[src/rtl/vs_rb_pickup_unit.sv]
// vs_rb_pickup_unit
// Consumer side of the result buffer. Pickup requests are queued in order.
// The head request's RB entry is read until it turns valid. Its pointer tag is
// checked, the result is handed to register writeback, and the entry is cleared.
module vs_rb_pickup_unit #(
  parameter int RESULT_BUFFER_SIZE = 8,
  parameter int REGISTER_COUNT     = 32,
  parameter int QUEUE_DEPTH        = 4,
  parameter int WAIT_LIMIT         = 255,
  localparam int RB_ID_W  = $clog2(RESULT_BUFFER_SIZE),
  localparam int REG_ID_W = $clog2(REGISTER_COUNT)
) (
  input  logic                clk,
  input  logic                nRst,
  input  logic                flush,
  input  logic                pick_en,
  input  logic [RB_ID_W-1:0]  pick_rb_idx,
  input  logic [REG_ID_W-1:0] pick_ptr_id,
  input  logic [REG_ID_W-1:0] pick_rd,
  output logic                pick_ready,
  output logic                rb_rd_en,
  output logic [RB_ID_W-1:0]  rb_rd_idx,
  input  logic [37:0]         rb_rd_entry,
  output logic                rb_clr_en,
  output logic [RB_ID_W-1:0]  rb_clr_idx,
  output logic                wb_valid,
  output logic [REG_ID_W-1:0] wb_rd,
  output logic [31:0]         wb_data,
  input  logic                wb_ready,
  output logic                timeout_err,
  output logic                tag_err,
  output logic                busy
);

  localparam int QPTR_W = $clog2(QUEUE_DEPTH);
  localparam int CNT_W  = QPTR_W + 1;
  localparam int WAIT_W = $clog2(WAIT_LIMIT + 1);

  typedef enum logic [1:0] {
    IDLE,
    CHECK,
    WB
  } state_t;

  state_t state, state_nxt;

  logic [RB_ID_W-1:0]  q_rb_idx [QUEUE_DEPTH];
  logic [REG_ID_W-1:0] q_ptr_id [QUEUE_DEPTH];
  logic [REG_ID_W-1:0] q_rd     [QUEUE_DEPTH];
  logic [QPTR_W-1:0]   wr_ptr;
  logic [QPTR_W-1:0]   rd_ptr;
  logic [CNT_W-1:0]    count;

  logic [WAIT_W-1:0]   wait_cnt, wait_nxt;
  logic                push;
  logic                pop;
  logic                load_wb;
  logic                wb_fire;

  logic [RB_ID_W-1:0]  head_rb_idx;
  logic [REG_ID_W-1:0] head_ptr_id;
  logic [REG_ID_W-1:0] head_rd;

  logic [31:0]         entry_result;
  logic                entry_valid;
  logic [4:0]          entry_ptr;

  assign entry_result = rb_rd_entry[37:6];
  assign entry_valid  = rb_rd_entry[5];
  assign entry_ptr    = rb_rd_entry[4:0];

  assign head_rb_idx = q_rb_idx[rd_ptr];
  assign head_ptr_id = q_ptr_id[rd_ptr];
  assign head_rd     = q_rd[rd_ptr];

  assign pick_ready = (count != CNT_W'(QUEUE_DEPTH));
  assign push       = pick_en && pick_ready && !flush;
  assign wb_fire    = wb_valid && wb_ready;
  assign busy       = (count != '0) || (state != IDLE);

  // Queue storage holds only payload; occupancy is tracked by the pointers.
  always_ff @(posedge clk) begin
    if (push) begin
      q_rb_idx[wr_ptr] <= pick_rb_idx;
      q_ptr_id[wr_ptr] <= pick_ptr_id;
      q_rd[wr_ptr]     <= pick_rd;
    end
  end

  // Queue pointers and occupancy; a flush empties the queue outright.
  always_ff @(posedge clk or negedge nRst) begin
    if (!nRst) begin
      wr_ptr <= '0;
      rd_ptr <= '0;
      count  <= '0;
    end else if (flush) begin
      wr_ptr <= '0;
      rd_ptr <= '0;
      count  <= '0;
    end else begin
      if (push) wr_ptr <= wr_ptr + QPTR_W'(1);
      if (pop)  rd_ptr <= rd_ptr + QPTR_W'(1);
      count <= count + CNT_W'(push) - CNT_W'(pop);
    end
  end

  // State register and the invalid-entry wait counter.
  always_ff @(posedge clk or negedge nRst) begin
    if (!nRst) begin
      state    <= IDLE;
      wait_cnt <= '0;
    end else begin
      state    <= state_nxt;
      wait_cnt <= wait_nxt;
    end
  end

  // Next-state and strobe decode; flush overrides everything and emits no pulses.
  always_comb begin
    state_nxt   = state;
    wait_nxt    = wait_cnt;
    rb_rd_en    = 1'b0;
    rb_rd_idx   = '0;
    rb_clr_en   = 1'b0;
    rb_clr_idx  = '0;
    tag_err     = 1'b0;
    timeout_err = 1'b0;
    pop         = 1'b0;
    load_wb     = 1'b0;
    if (flush) begin
      state_nxt = IDLE;
      wait_nxt  = '0;
    end else begin
      case (state)
        IDLE: begin
          if (count != '0) begin
            rb_rd_en  = 1'b1;
            rb_rd_idx = head_rb_idx;
            state_nxt = CHECK;
          end
        end
        CHECK: begin
          if (entry_valid) begin
            if (entry_ptr == 5'(head_ptr_id)) begin
              load_wb   = 1'b1;
              state_nxt = WB;
            end else begin
              tag_err   = 1'b1;
              pop       = 1'b1;
              wait_nxt  = '0;
              state_nxt = IDLE;
            end
          end else if (wait_cnt < WAIT_W'(WAIT_LIMIT)) begin
            wait_nxt  = wait_cnt + WAIT_W'(1);
            rb_rd_en  = 1'b1;
            rb_rd_idx = head_rb_idx;
          end else begin
            timeout_err = 1'b1;
            pop         = 1'b1;
            wait_nxt    = '0;
            state_nxt   = IDLE;
          end
        end
        WB: begin
          if (wb_fire) begin
            rb_clr_en  = 1'b1;
            rb_clr_idx = head_rb_idx;
            pop        = 1'b1;
            wait_nxt   = '0;
            state_nxt  = IDLE;
          end
        end
        default: state_nxt = IDLE;
      endcase
    end
  end

  // Writeback registers stay stable from the tag match until the handshake.
  always_ff @(posedge clk or negedge nRst) begin
    if (!nRst) begin
      wb_valid <= 1'b0;
      wb_rd    <= '0;
      wb_data  <= '0;
    end else if (flush) begin
      wb_valid <= 1'b0;
    end else if (load_wb) begin
      wb_valid <= 1'b1;
      wb_rd    <= head_rd;
      wb_data  <= entry_result;
    end else if (wb_fire) begin
      wb_valid <= 1'b0;
    end
  end

endmodule

[config.mk]
export PLATFORM = sky130hd
export DESIGN_NAME = vs_rb_pickup_unit
export DESIGN_NICKNAME = d
export VERILOG_FILES = /design/src/rtl/vs_rb_pickup_unit.sv
export SDC_FILE = /design/constraint.sdc
export NUM_CORES = 1
export LEC_CHECK = 0
export BUFFER_PORTS_ARGS = -buffer_cell sky130_fd_sc_hd__buf_2
export CAP_MARGIN = 15
export CORE_ASPECT_RATIO = 0.75
export CORE_MARGIN = 2
export CORE_UTILIZATION = 25
export CTS_CLUSTER_SIZE = 10
export DETAILED_ROUTE_END_ITERATION = 8
export PLACE_DENSITY = 0.41
export SYNTH_ARGS = -nofsm -noshare
export SYNTH_HDL_FRONTEND = slang
export SYNTH_SLANG_ARGS = --single-unit
[constraint.sdc]
create_clock -name clk -period 2.7 [get_ports clk]
set_input_delay 0.135 -clock clk [delete_from_list [all_inputs] [get_ports clk]]
set_output_delay 0.135 -clock clk [all_outputs]
set_load 0.005 [all_outputs]
==> results of run 1 <==
==> per-stage QoR <==
step	TNS, ns	instance area, sq um	total power, W
final	-0.264	6260	0.00429
after global routing	-1.07	6260	0.00455
after CTS	-0.342	6240	0.00437
after detailed placement	-0.491	5760	0.00304
after global placement	-0.307	5760	0.00303
after floorplan	-0.0275	4820	0.00262
==> worst paths after layout <==
check                                    to  slack [ns]  cells past startpoint             from
worst max-delay path               count[2]       -0.19                     16        rd_ptr[1]
worst min-delay path            wb_data[20]        0.02                      2  rb_rd_entry[26]
worst max register to register     count[2]       -0.19                     16        rd_ptr[1]
worst min register to register  wb_data[24]        0.50                      1      wb_data[24]
max in group asynchronous        wb_data[4]        1.57                      3             nRst
min in group asynchronous       wb_data[28]        0.41                      2             nRst
==> routing by layer <==
| layer | GRT usage (%) | vias up | part of all wire [%] |
|---|---|---|---|
| li1 | - | 1485 | - |
| met1 | 15.1 | 1485 | 49 |
| met2 | 16.7 | 99 | 43 |
| met3 | 3.50 | 8 | 7.3 |
| met4 | 2.96 | 0 | 0.90 |
| met5 | 0 | - | 0 |
==> worst max-delay path: stages (launching register included) <==
cell	delay [ns]
sky130_fd_sc_hd__dfrtp_1	0.39
sky130_fd_sc_hd__buf_12	0.14
sky130_fd_sc_hd__buf_8	0.12
sky130_fd_sc_hd__mux2i_1	0.20
sky130_fd_sc_hd__xor2_1	0.16
sky130_fd_sc_hd__nand2b_1	0.10
sky130_fd_sc_hd__o22ai_2	0.20
sky130_fd_sc_hd__nor2_1	0.07
sky130_fd_sc_hd__o211a_1	0.21
sky130_fd_sc_hd__ha_1	0.28
sky130_fd_sc_hd__inv_1	0.06
sky130_fd_sc_hd__ha_1	0.13
sky130_fd_sc_hd__inv_1	0.05
sky130_fd_sc_hd__fa_2	0.33
sky130_fd_sc_hd__xor2_1	0.16
sky130_fd_sc_hd__xnor2_1	0.14
sky130_fd_sc_hd__nor2_1	0.05
==> kinds of logic (layout without fill, tap and decap cells) <==
kind of cell	Yosys count	in the layout	share of synthesized area, %
buffers and inverters	22	175	2.91
multiplexers	58	58	17.5
AND/OR/NAND/NOR	77	77	8.26
XOR/XNOR	13	13	2.36
adder cells (fa/ha/maj)	12	12	3.27
flip-flops	107	107	61.0
AO/OA/AOI/OAI	34	34	4.70
==> state kept, by name, indices dropped and copies added, names as in the netlist <==
signal,flops
wr_ptr,2
count,3
wait_cnt,8
wb_valid,1
q_rd,20
wb_data,32
q_ptr_id,20
q_rb_idx,12
state,2
wb_rd,5
rd_ptr,2
==> cell type report <==
cell class              instances  area (sq um)
clock inverters                 4          30.0
flip-flops and latches        107          2940
well taps                     247           309
clock buffers                  12           256
repair buffers                148           928
multi-input cells             194          1760
inverters                      11          41.3
fillers                      1832         12400
==> cell usage after synthesis, drive strengths merged (7+ instances only) <==
cell type / n
edfxtp: 52
nand3: 7
nand2: 20
xor2: 11
inv: 11
dfrtp: 55
mux2: 38
ha: 11
mux4: 8
and2: 7
mux2i: 12
a21oi: 9
buf: 7
nor2: 16
==> power by group through the flow <==
stage	combinational (W)	clock (W)	sequential, W
3_5_place_dp	0.000981	0	0.00206
5_1_grt	0.00111	0.00139	0.00205
3_3_place_gp	0.000985	0	0.00205
6_report	0.000999	0.00127	0.00202
2_1_floorplan	0.000559	0	0.00206
4_1_cts	0.00101	0.00133	0.00203
==> what timing repair did <==
action | CTS | global route
hold endpoints to repair | 70 | 0
endpoints found under the setup margin | 2 | 2
buffers inserted | 4 | 2
pin swaps | 6 | 4
gates resized for setup | 5 | 1
hold buffers | 14 | 0
==> PnR_summary.wiki, run 1 <==
{| class="wikitable"
! Metric !! Value
|-
| Overall die area || 20400 sq um
|-
| DR DRC count || 0
|-
| Pre-CTS setup slack || -0.316 ns
|-
| Switching part of the total || 26.9%
|-
| Via density || 4.26
|-
| CTS tree || done
|-
| Core ar. || 18700 sq um
|-
| # nets final || approximately 540
|-
| Fin Clk Skew || 0.0116 ns
|-
| Setup repair after global routing missed its margin || true
|-
| Mapped cell area || 4810 sq um
|-
| Cell types with the largest area share after synthesis || sky130_fd_sc_hd__edfxtp_1 (32%), sky130_fd_sc_hd__dfrtp_1 (29%), sky130_fd_sc_hd__mux2_4 (9.4%)
|-
| Max_slew headroom || 46.8%
|-
| Commonest cells after routing, fill and taps aside || sky130_fd_sc_hd__buf_2 (105), sky130_fd_sc_hd__dfrtp_1 (55), sky130_fd_sc_hd__edfxtp_1 (52), sky130_fd_sc_hd__mux2_4 (30), sky130_fd_sc_hd__buf_4 (25)
|-
| Total gr overflow || 0
|-
| Outcome || finished with violations
|-
| Clock Power Share || 29.6%
|-
| Period utilization || 107%
|-
| Initial cell density of the core || 25.8%
|-
| HPWL reported at the end of detailed placement || 7940 microns
|-
| Hold slack final || 0.0202 ns
|-
| CP Class || reg -> reg
|-
| Die X-Extent || 164 microns
|-
| Vias in the first global route || 3090
|-
| Top cell type's share of synthesized area || 32.4%
|-
| Synthesized Nets || 391
|-
| Root cell of the clock tree || sky130_fd_sc_hd__clkbuf_16
|-
| Cell Rows || 43
|-
| Endpoints failing setup || 2
|-
| Number of buffers inserted during clock tree synthesis || 9
|-
| Post-synthesis async set-or-reset flop share || between 50% and 60%
|-
| Class of the most critical hold timing path || in -> reg
|-
| Share of final-layout standard cells stronger than drive strength 1 || 42.6%
|-
| Quantity of I/O buffers inserted on ports || around 110
|-
| Worst Path Max Fanout || 7
|-
| Flop and latch count out of synthesis || 107
|-
| Arrival time of the worst setup path || 3.13 ns
|-
| Tightest Pin Transition || 0.797 ns
|-
| Nature of the critical path startpoint || register
|-
| Distinct cell type count of the synthesized netlist || 45
|-
| Routed wire length per instance || 15.1 microns
|-
| Post-route antenna net violation count || 0
|-
| Finished Core Util || 33.5%
|-
| Power density relative to cell area || 686 nW/um^2
|-
| Required time of the worst setup path || just under 3 ns
|-
| Max Buffers Root-to-Sink || 2
|-
| Most frequently used flop master after synthesis || sky130_fd_sc_hd__dfrtp_1
|-
| Minimum period implied by the final worst setup slack || 2.89 ns
|-
| Max-Cap Viols || 0
|-
| Worst vdd ir || 0.288 mV
|-
| Fraction of the yosys area taken by sequential cells || 61.0%
|-
| Gate count after technology mapping || ~320
|-
| Warnings, synthesis || 0
|-
| Routability Congestion || ~0.80
|-
| Initial antenna violation count || 0
|-
| TritonCTS sink count || between 100 and 150
|-
| Ant diodes || 0
|-
| Placed insts || 687
|-
| Num ports || 106
|-
| Final instance count without filler cells || 723
|-
| Violated checks || setup timing
|-
| Number of synthesized flops with an enable pin || 52
|-
| Timing-limited maximum frequency || 346 MHz
|-
| Clock transition at the registers of the reported paths || 0.07 ns
|-
| Final-report hold violation count || 0
|-
| Cell internal pwr || about 0.0031 W
|-
| Number of slew-limit violations in the final report || 0
|-
| First-pass GRT wire length || 16900 microns
|-
| Combinational cell fraction of total power || a little under a quarter
|-
| Wire length reported by the detailed router || between 10000 and 15000 microns
|-
| Initial DRT Pass Iterations || 4
|-
| Violation count after the first detailed-route iteration || 186
|-
| Worst-case setup margin in the final layout || -0.193 ns
|-
| Net Switching || 0.00116 W
|-
| Average instance area after synthesis || 14.9 sq um
|-
| Relative area change from synthesis to final layout || 30.0%
|-
| Clock H-tree levels || 3
|-
| Overall Global Routing Usage || 11.0%
|-
| Part of the power in registers || 47.2%
|-
| Endpoint type of the worst setup path || register
|-
| Leakage power summed over all cells || 2.83 nW
|-
| Largest area contributor in the netlist || sky130_fd_sc_hd__edfxtp_1
|-
| Height of the die || ~120 microns
|-
| Maximum number of pins on one net before global-route repair || 33
|-
| Clock latency at the later pin of the worst-skew pair || 0.35 ns
|-
| Vias post-DR || slightly above 3000
|-
| Most common cell after layout, fill and taps aside || sky130_fd_sc_hd__buf_2
|}
Power figures use the tool's default switching activity.
==> run 2, diff against run 1 <==
--- a/config.mk
+++ b/config.mk
@@ -9,10 +9,10 @@
 export CAP_MARGIN = 15
 export CORE_ASPECT_RATIO = 0.75
 export CORE_MARGIN = 2
-export CORE_UTILIZATION = 25
+export CORE_UTILIZATION = 39
 export CTS_CLUSTER_SIZE = 10
 export DETAILED_ROUTE_END_ITERATION = 8
-export PLACE_DENSITY = 0.41
+export PLACE_DENSITY = 0.6
 export SYNTH_ARGS = -nofsm -noshare
 export SYNTH_HDL_FRONTEND = slang
 export SYNTH_SLANG_ARGS = --single-unit
==> constraint.sdc (replaced) <==
create_clock -name clk -period 2.7 [get_ports clk]
set_input_delay 0.54 -clock clk [delete_from_list [all_inputs] [get_ports clk]]
set_output_delay 0.54 -clock clk [all_outputs]
set_load 0.005 [all_outputs]
==> run 2 against run 1 <==
The flow still finishes with violations (setup timing). Power grew 5.7%. Clock-buffer cell count is the same. Worst setup slack lost 0.18 ns. Fmax shrank 5.9%. Global-route usage grew 4.4 points. Clock power grew 17%. Non-clock buffer count shrank 4. Cell area grew 0.70%. Hold slack gained 0.085 ns. Register-to-register slack lost 0.18 ns. Sequential power is essentially flat. Combinational power is essentially flat. Largest power group unchanged.
==> PnR_summary.wiki, run 2 (synthesis gave the netlist of run 1 again) <==
{| class="wikitable"
! Metric !! Value
|-
| Outcome || finished with violations
|-
| Number of slew-limit violations in the final report || 0 (unchanged)
|-
| Routed wire length per instance || 15.8 microns (+4.6%)
|-
| Clock H-tree levels || 3 (unchanged)
|-
| Num ports || 106 (unchanged)
|-
| Final instance count without filler cells || 638 (-12%)
|-
| Sequence of cells on the critical path || buf_12 -> buf_8 -> mux2i_2 -> xor2_1 -> nand2_1 -> o22ai_2 -> nor2_2 -> o211a_1 -> ha_1 -> inv_1 -> ha_1 -> inv_1 -> fa_2 -> xor2_1 -> xnor2_1 -> nor2_1
|-
| Largest Register || wb_data
|-
| Die X-Extent || 132 microns (-19%)
|-
| Storage cell area || 2940 sq um (unchanged)
|-
| Max Buffers Root-to-Sink || 2 (unchanged)
|-
| Class of the most critical hold timing path || in -> async
|-
| Minimum period implied by the final worst setup slack || 3.07 ns (+0.182 ns)
|-
| Vias post-DR || 3086 (+0.29%)
|-
| Root cell of the clock tree || sky130_fd_sc_hd__clkbuf_16
|-
| Max-Cap Viols || 0 (unchanged)
|-
| Endpoint type of the worst setup path || register
|-
| Clock transition at the registers of the reported paths || 0.07 ns (about the same)
|-
| Endpoints failing setup || 2 (unchanged)
|-
| Quantity of I/O buffers inserted on ports || 105 (unchanged)
|-
| Timing-limited maximum frequency || 325 MHz (-5.9%)
|-
| Power density relative to cell area || 719 nW/um^2 (+4.9%)
|-
| Share of final-layout standard cells stronger than drive strength 1 || 46.6% (+4.0 points)
|-
| Setup repair after global routing missed its margin || true
|-
| # nets final || 535 (-0.74%)
|-
| CTS tree || done
|-
| Total gr overflow || 0 (unchanged)
|-
| TritonCTS sink count || 107 (unchanged)
|-
| HPWL reported at the end of detailed placement || 6660 microns (-16%)
|-
| Overall die area || 13300 sq um (-35%)
|-
| R2R setup slack || -0.37 ns (-0.18 ns)
|-
| Cell with the largest stage delay on the worst path || sky130_fd_sc_hd__dfrtp_1
|-
| Period utilization || 114% (+6.7 points)
|-
| Initial cell density of the core || 39.5% (+14 points)
|-
| Final-report hold violation count || 0 (unchanged)
|-
| Ant diodes || 0 (unchanged)
|-
| Violated checks || setup timing
|-
| Clock latency at the later pin of the worst-skew pair || 0.35 ns (about the same)
|-
| Max FFs per register || 32 (unchanged)
|-
| Maximum number of pins on one net before global-route repair || 38 (+15%)
|-
| Registers with the most flip-flops || wb_data: 32 flops, q_ptr_id: 20 flops, q_rd: 20 flops
|-
| Vias in the first global route || 2990 (-3.2%)
|-
| Max_slew headroom || 65.0% (+18 points)
|-
| Commonest cells after routing, fill and taps aside || sky130_fd_sc_hd__buf_2 (104), sky130_fd_sc_hd__dfrtp_1 (55), sky130_fd_sc_hd__edfxtp_1 (52), sky130_fd_sc_hd__mux2_4 (37), sky130_fd_sc_hd__buf_4 (30)
|-
| Leakage power summed over all cells || 2.88 nW (+2.1%)
|-
| Most common cell after layout, fill and taps aside || sky130_fd_sc_hd__buf_2
|-
| Post-route antenna net violation count || 0 (unchanged)
|-
| Finished Core Util || 51.8% (+18 points)
|-
| Gate family responsible for the most delay along the worst path || adder cells
|-
| Cell Rows || 35 (-19%)
|-
| Endpoint of the worst-slack reg-to-reg timing path || count[2]
|-
| Nature of the critical path startpoint || register
|-
| DR DRC count || 0 (unchanged)
|-
| FILL cells || 1056 (-42%)
|-
| Placed insts || 604 (-12%)
|-
| Critical path's largest stage delay || 0.39 ns (about the same)
|-
| Height of the die || 100 microns (-19%)
|-
| Violation count after the first detailed-route iteration || 148 (-20%)
|-
| Tightest Pin Transition || 0.521 ns (-0.276 ns)
|-
| Via density || 4.84 (+14%)
|-
| Cell count of the worst reg-to-reg path || 16 (unchanged)
|-
| Worst vdd ir || 0.342 mV (+19%)
|-
| Arrival time of the worst setup path || 3.31 ns (+0.18 ns)
|-
| First-pass GRT wire length || 15700 microns (-7.0%)
|-
| CP bufs+invs || 4 (unchanged)
|-
| Origin of the critical flop-to-flop path || rd_ptr[1]
|-
| Overall Global Routing Usage || 15.4% (+4.4 points)
|-
| Relative area change from synthesis to final layout || 30.9%
|-
| Worst Path Max Fanout || 7 (unchanged)
|-
| Number of buffers inserted during clock tree synthesis || 9 (unchanged)
|-
| Fin Clk Skew || 0.00726 ns (-0.00431 ns)
|-
| Initial antenna violation count || 0 (unchanged)
|-
| Multi-input gate area || 1820 sq um (+3.3%)
|-
| CP Class || reg -> reg
|-
| Worst-case setup margin in the final layout || -0.375 ns (-0.182 ns)
|-
| Required time of the worst setup path || 2.94 ns (about the same)
|-
| Routability Congestion || 0.793 (-0.76%)
|-
| Number of stages on the worst setup path || 16 (unchanged)
|-
| Hold slack final || 0.105 ns (+0.0846 ns)
|-
| Initial DRT Pass Iterations || 4 (unchanged)
|-
| Wire length reported by the detailed router || 10100 microns (-7.7%)
|-
| Core ar. || 12200 sq um (-35%)
|}
-- run 2: final cells by class --
| class | instances | share of cell area (%) |
|---|---|---|
| Tap cell | 166 | 3.29 |
| Inverter | 11 | 0.655 |
| Sequential cell | 107 | 46.6 |
| Clock inverter | 4 | 0.873 |
| Multi-Input combinational cell | 194 | 28.8 |
| Clock buffer | 12 | 4.76 |
| Timing Repair Buffer | 144 | 15.0 |
-- run 2: where the power goes --
part | total [W] | leakage, nW | internal [W] | switching [W]
Combinational | 0.00102 | 1.49 | 0.000554 | 0.000466
Sequential | 0.00203 | 1.23 | 0.00192 | 0.000109
Clock | 0.00149 | 0.171 | 0.000895 | 0.000592
-- run 2: what timing repair did --
action / in CTS / in global routing
gates cloned: 0 / 3
endpoints found under the setup margin: 2 / 46
resized for setup: 7 / 17
pin swaps: 8 / 6
hold buffers: 0 / 0
setup buffers: 12 / 7
-- run 2: metal layers --
metal	wire, microns	global-route usage (%)	vias to the layer above
li1	-	-	1468
met1	4830	20.9	1495
met2	4520	23.7	110
met3	616	4.75	13
met4	141	5.62	0
met5	0	0	-
-- run 2: worst max-delay path by stage --
stage	startpoint	end	slack [ns]
after floorplan	rd_ptr[1]	count[2]	-0.03
after global placement	rd_ptr[1]	count[2]	-0.20
after detailed placement	rd_ptr[1]	count[2]	-0.33
after CTS	rd_ptr[1]	count[2]	-0.29
after global routing	rd_ptr[1]	count[2]	-0.52
final	rd_ptr[1]	count[2]	-0.37
-- run 2: through the flow --
stage	total power (W)	TNS [ns]	area (sq um)	worst slack, ns
6_report	0.00453	-0.570	6300	-0.375
2_1_floorplan	0.00262	-0.0275	4820	-0.0275
3_3_place_gp	0.00300	-0.270	5650	-0.199
4_1_cts	0.00454	-7.30	6120	-0.289
5_1_grt	0.00478	-0.866	6300	-0.524
3_5_place_dp	0.00302	-0.483	5650	-0.326
==> run 3, diff against run 2 <==
--- a/config.mk
+++ b/config.mk
@@ -9,10 +9,10 @@
 export CAP_MARGIN = 15
 export CORE_ASPECT_RATIO = 0.75
 export CORE_MARGIN = 2
-export CORE_UTILIZATION = 39
+export CORE_UTILIZATION = 49
 export CTS_CLUSTER_SIZE = 10
 export DETAILED_ROUTE_END_ITERATION = 8
-export PLACE_DENSITY = 0.6
+export PLACE_DENSITY = 0.73
 export SYNTH_ARGS = -nofsm -noshare
 export SYNTH_HDL_FRONTEND = slang
 export SYNTH_SLANG_ARGS = --single-unit
==> run 3 against run 2 <==
Register-to-register slack got worse by 0.03 ns. Critical endpoint unchanged. The run still ends with setup timing left. Via count up 0.87%. Worst setup slack got worse by 0.026 ns. Combinational power about the same. Fmax down 0.83%.
==> PnR_summary.wiki, run 3 (synthesis gave the netlist of run 1 again) <==
{| class="wikitable"
! Metric !! Value
|-
| Outcome || finished with violations
|-
| Violated checks || setup timing
|-
| CP bufs+invs || 4 (unchanged)
|-
| Sequence of cells on the critical path || buf_12 -> buf_8 -> mux2i_2 -> xor2_1 -> nand4_1 -> o22ai_2 -> nor2_2 -> o211a_1 -> ha_4 -> inv_4 -> ha_4 -> inv_2 -> fa_2 -> xor2_2 -> xnor2_1 -> nor2_1
|-
| Die X-Extent || 118 microns (-10%)
|-
| CTS tree || done
|-
| Commonest cells after routing, fill and taps aside || sky130_fd_sc_hd__buf_2 (105), sky130_fd_sc_hd__dfrtp_1 (55), sky130_fd_sc_hd__edfxtp_1 (52), sky130_fd_sc_hd__mux2_4 (30), sky130_fd_sc_hd__buf_4 (22)
|-
| Clock H-tree levels || 3 (unchanged)
|-
| Hold slack final || 0.250 ns (+0.146 ns)
|-
| Core ar. || 9620 sq um (-21%)
|-
| Overall die area || 10600 sq um (-20%)
|-
| Combinational cell fraction of total power || 23.1% (+0.6 points)
|-
| Endpoint type of the worst setup path || register
|-
| Worst vdd ir || 0.381 mV (+11%)
|-
| Part of the power in registers || 47.0% (+2.3 points)
|-
| Vias post-DR || 3113 (+0.87%)
|-
| HPWL reported at the end of detailed placement || 7180 microns (+7.7%)
|-
| Height of the die || 89.8 microns (-10%)
|-
| Initial DRT Pass Iterations || 4 (unchanged)
|-
| Routed wire length per instance || 17.3 microns (+9.2%)
|-
| DR DRC count || 0 (unchanged)
|-
| Clock Power Share || 29.9% (-2.9 points)
|-
| Number of slew-limit violations in the final report || 0 (unchanged)
|-
| Largest Register || wb_data
|-
| Number of buffers inserted during clock tree synthesis || 9 (unchanged)
|-
| Most common cell after layout, fill and taps aside || sky130_fd_sc_hd__buf_2
|-
| Final std cell area, no fill || 6070 sq um (-3.7%)
|-
| Timing-limited maximum frequency || 323 MHz (-0.83%)
|-
| Power density relative to cell area || 715 nW/um^2 (-0.65%)
|-
| Routability Congestion || 0.812 (+2.3%)
|-
| # nets final || 524 (-2.1%)
|-
| Worst-case setup margin in the final layout || -0.400 ns (-0.0256 ns)
|-
| Vias in the first global route || 3128 (+4.6%)
|-
| Post-route antenna net violation count || 0 (unchanged)
|-
| Worst Path Max Fanout || 6 (-1)
|-
| Cell Rows || 31 (-11%)
|-
| Quantity of I/O buffers inserted on ports || 105 (unchanged)
|-
| Registers with the most flip-flops || wb_data: 32 flops, q_ptr_id: 20 flops, q_rd: 20 flops
|-
| Final-report hold violation count || 0 (unchanged)
|-
| Max-Cap Viols || 0 (unchanged)
|-
| Tightest Pin Transition || 0.709 ns (+0.188 ns)
|-
| Switching part of the total || 26.8% (+1.0 points)
|-
| Violation count after the first detailed-route iteration || 150 (+1.4%)
|-
| Wire length reported by the detailed router || 10300 microns (+1.5%)
|-
| Maximum number of pins on one net before global-route repair || 29 (-24%)
|-
| Setup repair after global routing missed its margin || true
|-
| Setup Total Neg Slack || -11.50 ns (-10.93 ns)
|-
| Cell internal pwr || 0.00318 W (-5.6%)
|-
| Nature of the critical path startpoint || register
|-
| Cell with the largest stage delay on the worst path || sky130_fd_sc_hd__dfrtp_1
|-
| Required time of the worst setup path || 2.92 ns (-0.02 ns)
|-
| Ant diodes || 0 (unchanged)
|-
| Share of final-layout standard cells stronger than drive strength 1 || 46.0% (-0.62 points)
|-
| Relative area change from synthesis to final layout || 26.1%
|-
| Clock latency at the later pin of the worst-skew pair || 0.34 ns (about the same)
|-
| Max FFs per register || 32 (unchanged)
|-
| First-pass GRT wire length || 15900 microns (+1.5%)
|-
| Minimum period implied by the final worst setup slack || 3.10 ns (+0.0256 ns)
|-
| Number of buffers added to fix hold violations after cts || 0 (unchanged)
|-
| Overall Global Routing Usage || 19.1% (+3.7 points)
|-
| Initial cell density of the core || 50.1% (+11 points)
|-
| TritonCTS sink count || 107 (unchanged)
|-
| Class of the most critical hold timing path || in -> async
|-
| Clock transition at the registers of the reported paths || 0.07 ns (about the same)
|-
| Gate family responsible for the most delay along the worst path || adder cells
|-
| Net Switching || 0.00116 W (-0.47%)
|-
| CP Class || reg -> reg
|-
| R2R setup slack || -0.40 ns (-0.03 ns)
|-
| Max_slew headroom || 52.7% (-12 points)
|-
| Initial antenna violation count || 0 (unchanged)
|-
| Pre-CTS setup slack || -0.359 ns (-0.0334 ns)
|-
| Arrival time of the worst setup path || 3.32 ns (about the same)
|-
| Fin Clk Skew || 0.00694 ns (-0.000320 ns)
|-
| Via density || 5.25 (+8.5%)
|-
| Critical path's largest stage delay || 0.40 ns (about the same)
|-
| Period utilization || 115% (+0.95 points)
|-
| Root cell of the clock tree || sky130_fd_sc_hd__clkbuf_16
|-
| Total gr overflow || 0 (unchanged)
|-
| Dpl cell area || 5590 sq um (-1.0%)
|-
| Max Buffers Root-to-Sink || 2 (unchanged)
|-
| Num ports || 106 (unchanged)
|-
| Most numerous cell on the critical path || sky130_fd_sc_hd__ha_4
|-
| Leakage power summed over all cells || 2.77 nW (-3.9%)
|-
| Endpoints failing setup || 43 (+41)
|}
run 3: cell count changes in the layout (fill, tap and decap cells not counted), moves of 2 or more:
| cell | delta |
|---|---|
| sky130_fd_sc_hd__mux2i_2 | -2 |
| sky130_fd_sc_hd__inv_1 | -2 |
| sky130_fd_sc_hd__ha_1 | -2 |
| sky130_fd_sc_hd__inv_6 | -2 |
| sky130_fd_sc_hd__buf_4 | -8 |
| sky130_fd_sc_hd__mux2_2 | +7 |
| sky130_fd_sc_hd__clkbuf_16 | -5 |
| sky130_fd_sc_hd__mux2i_4 | +2 |
| sky130_fd_sc_hd__mux2_4 | -7 |
| sky130_fd_sc_hd__ha_4 | +2 |
| sky130_fd_sc_hd__clkinv_4 | +3 |
run 3: worst reg2reg max path, delay by kind of cell (launching register included):
kind            cells  cell delay (ns)
buf+inv             4             0.37
compound gates      2             0.45
fa+ha+maj           3             0.70
mux                 1             0.25
flops               1             0.40
xor+xnor            3             0.52
simple gates        3             0.30
run 3: final timing paths:
check,startpoint,end,cells past startpoint
max in group asynchronous,nRst,wb_data[1],2
max reg2reg,rd_ptr[1],count[2],16
max,rd_ptr[1],count[2],16
min reg2reg,wb_data[2],wb_data[2],1
min in group clk,pick_rb_idx[0],q_rb_idx[0][0],1
min,nRst,wb_data[5],1
run 3: per-layer routing:
metal	vias to the layer above	part of all wire (%)	global-route usage [%]
met5	-	0	0
met4	0	1.3	4.96
met3	14	5.3	4.70
met2	115	49	31.6
met1	1530	44	25.7
li1	1454	-	-
run 3: timing repair:
item / CTS / global route
cloned: 0 / 1
pin swaps: 1 / 14
setup endpoints to repair: 2 / 46
hold endpoints to repair: 0 / 0
resized for setup: 5 / 17
setup buffers: 4 / 4
run 3: metrics by stage:
stage	instances	power (W)	util, %
6_report	593	0.00434	63.1
5_1_grt	593	0.00455	63.1
4_1_cts	588	0.00433	61.8
3_5_place_dp	568	0.00302	58.1
3_3_place_gp	568	0.00298	58.1
2_1_floorplan	323	0.00262	-
run 3: power groups by stage:
stage                     combinational (W)  clock, W  sequential, W
after floorplan                    0.000559         0        0.00206
after global placement             0.000931         0        0.00205
after detailed placement           0.000958         0        0.00206
after CTS                          0.000977   0.00132        0.00203
after global routing                0.00111   0.00138        0.00207
final                               0.00100   0.00130        0.00204
run 3: area by class of cell:
type                    instances  area, sq um
fillers                       728         3550
repair buffers                133          802
multi-input cells             194         1820
inverters                      11         43.8
clock inverters                 7         76.3
flip-flops and latches        107         2940
well taps                     132          165
clock buffers                   9          225
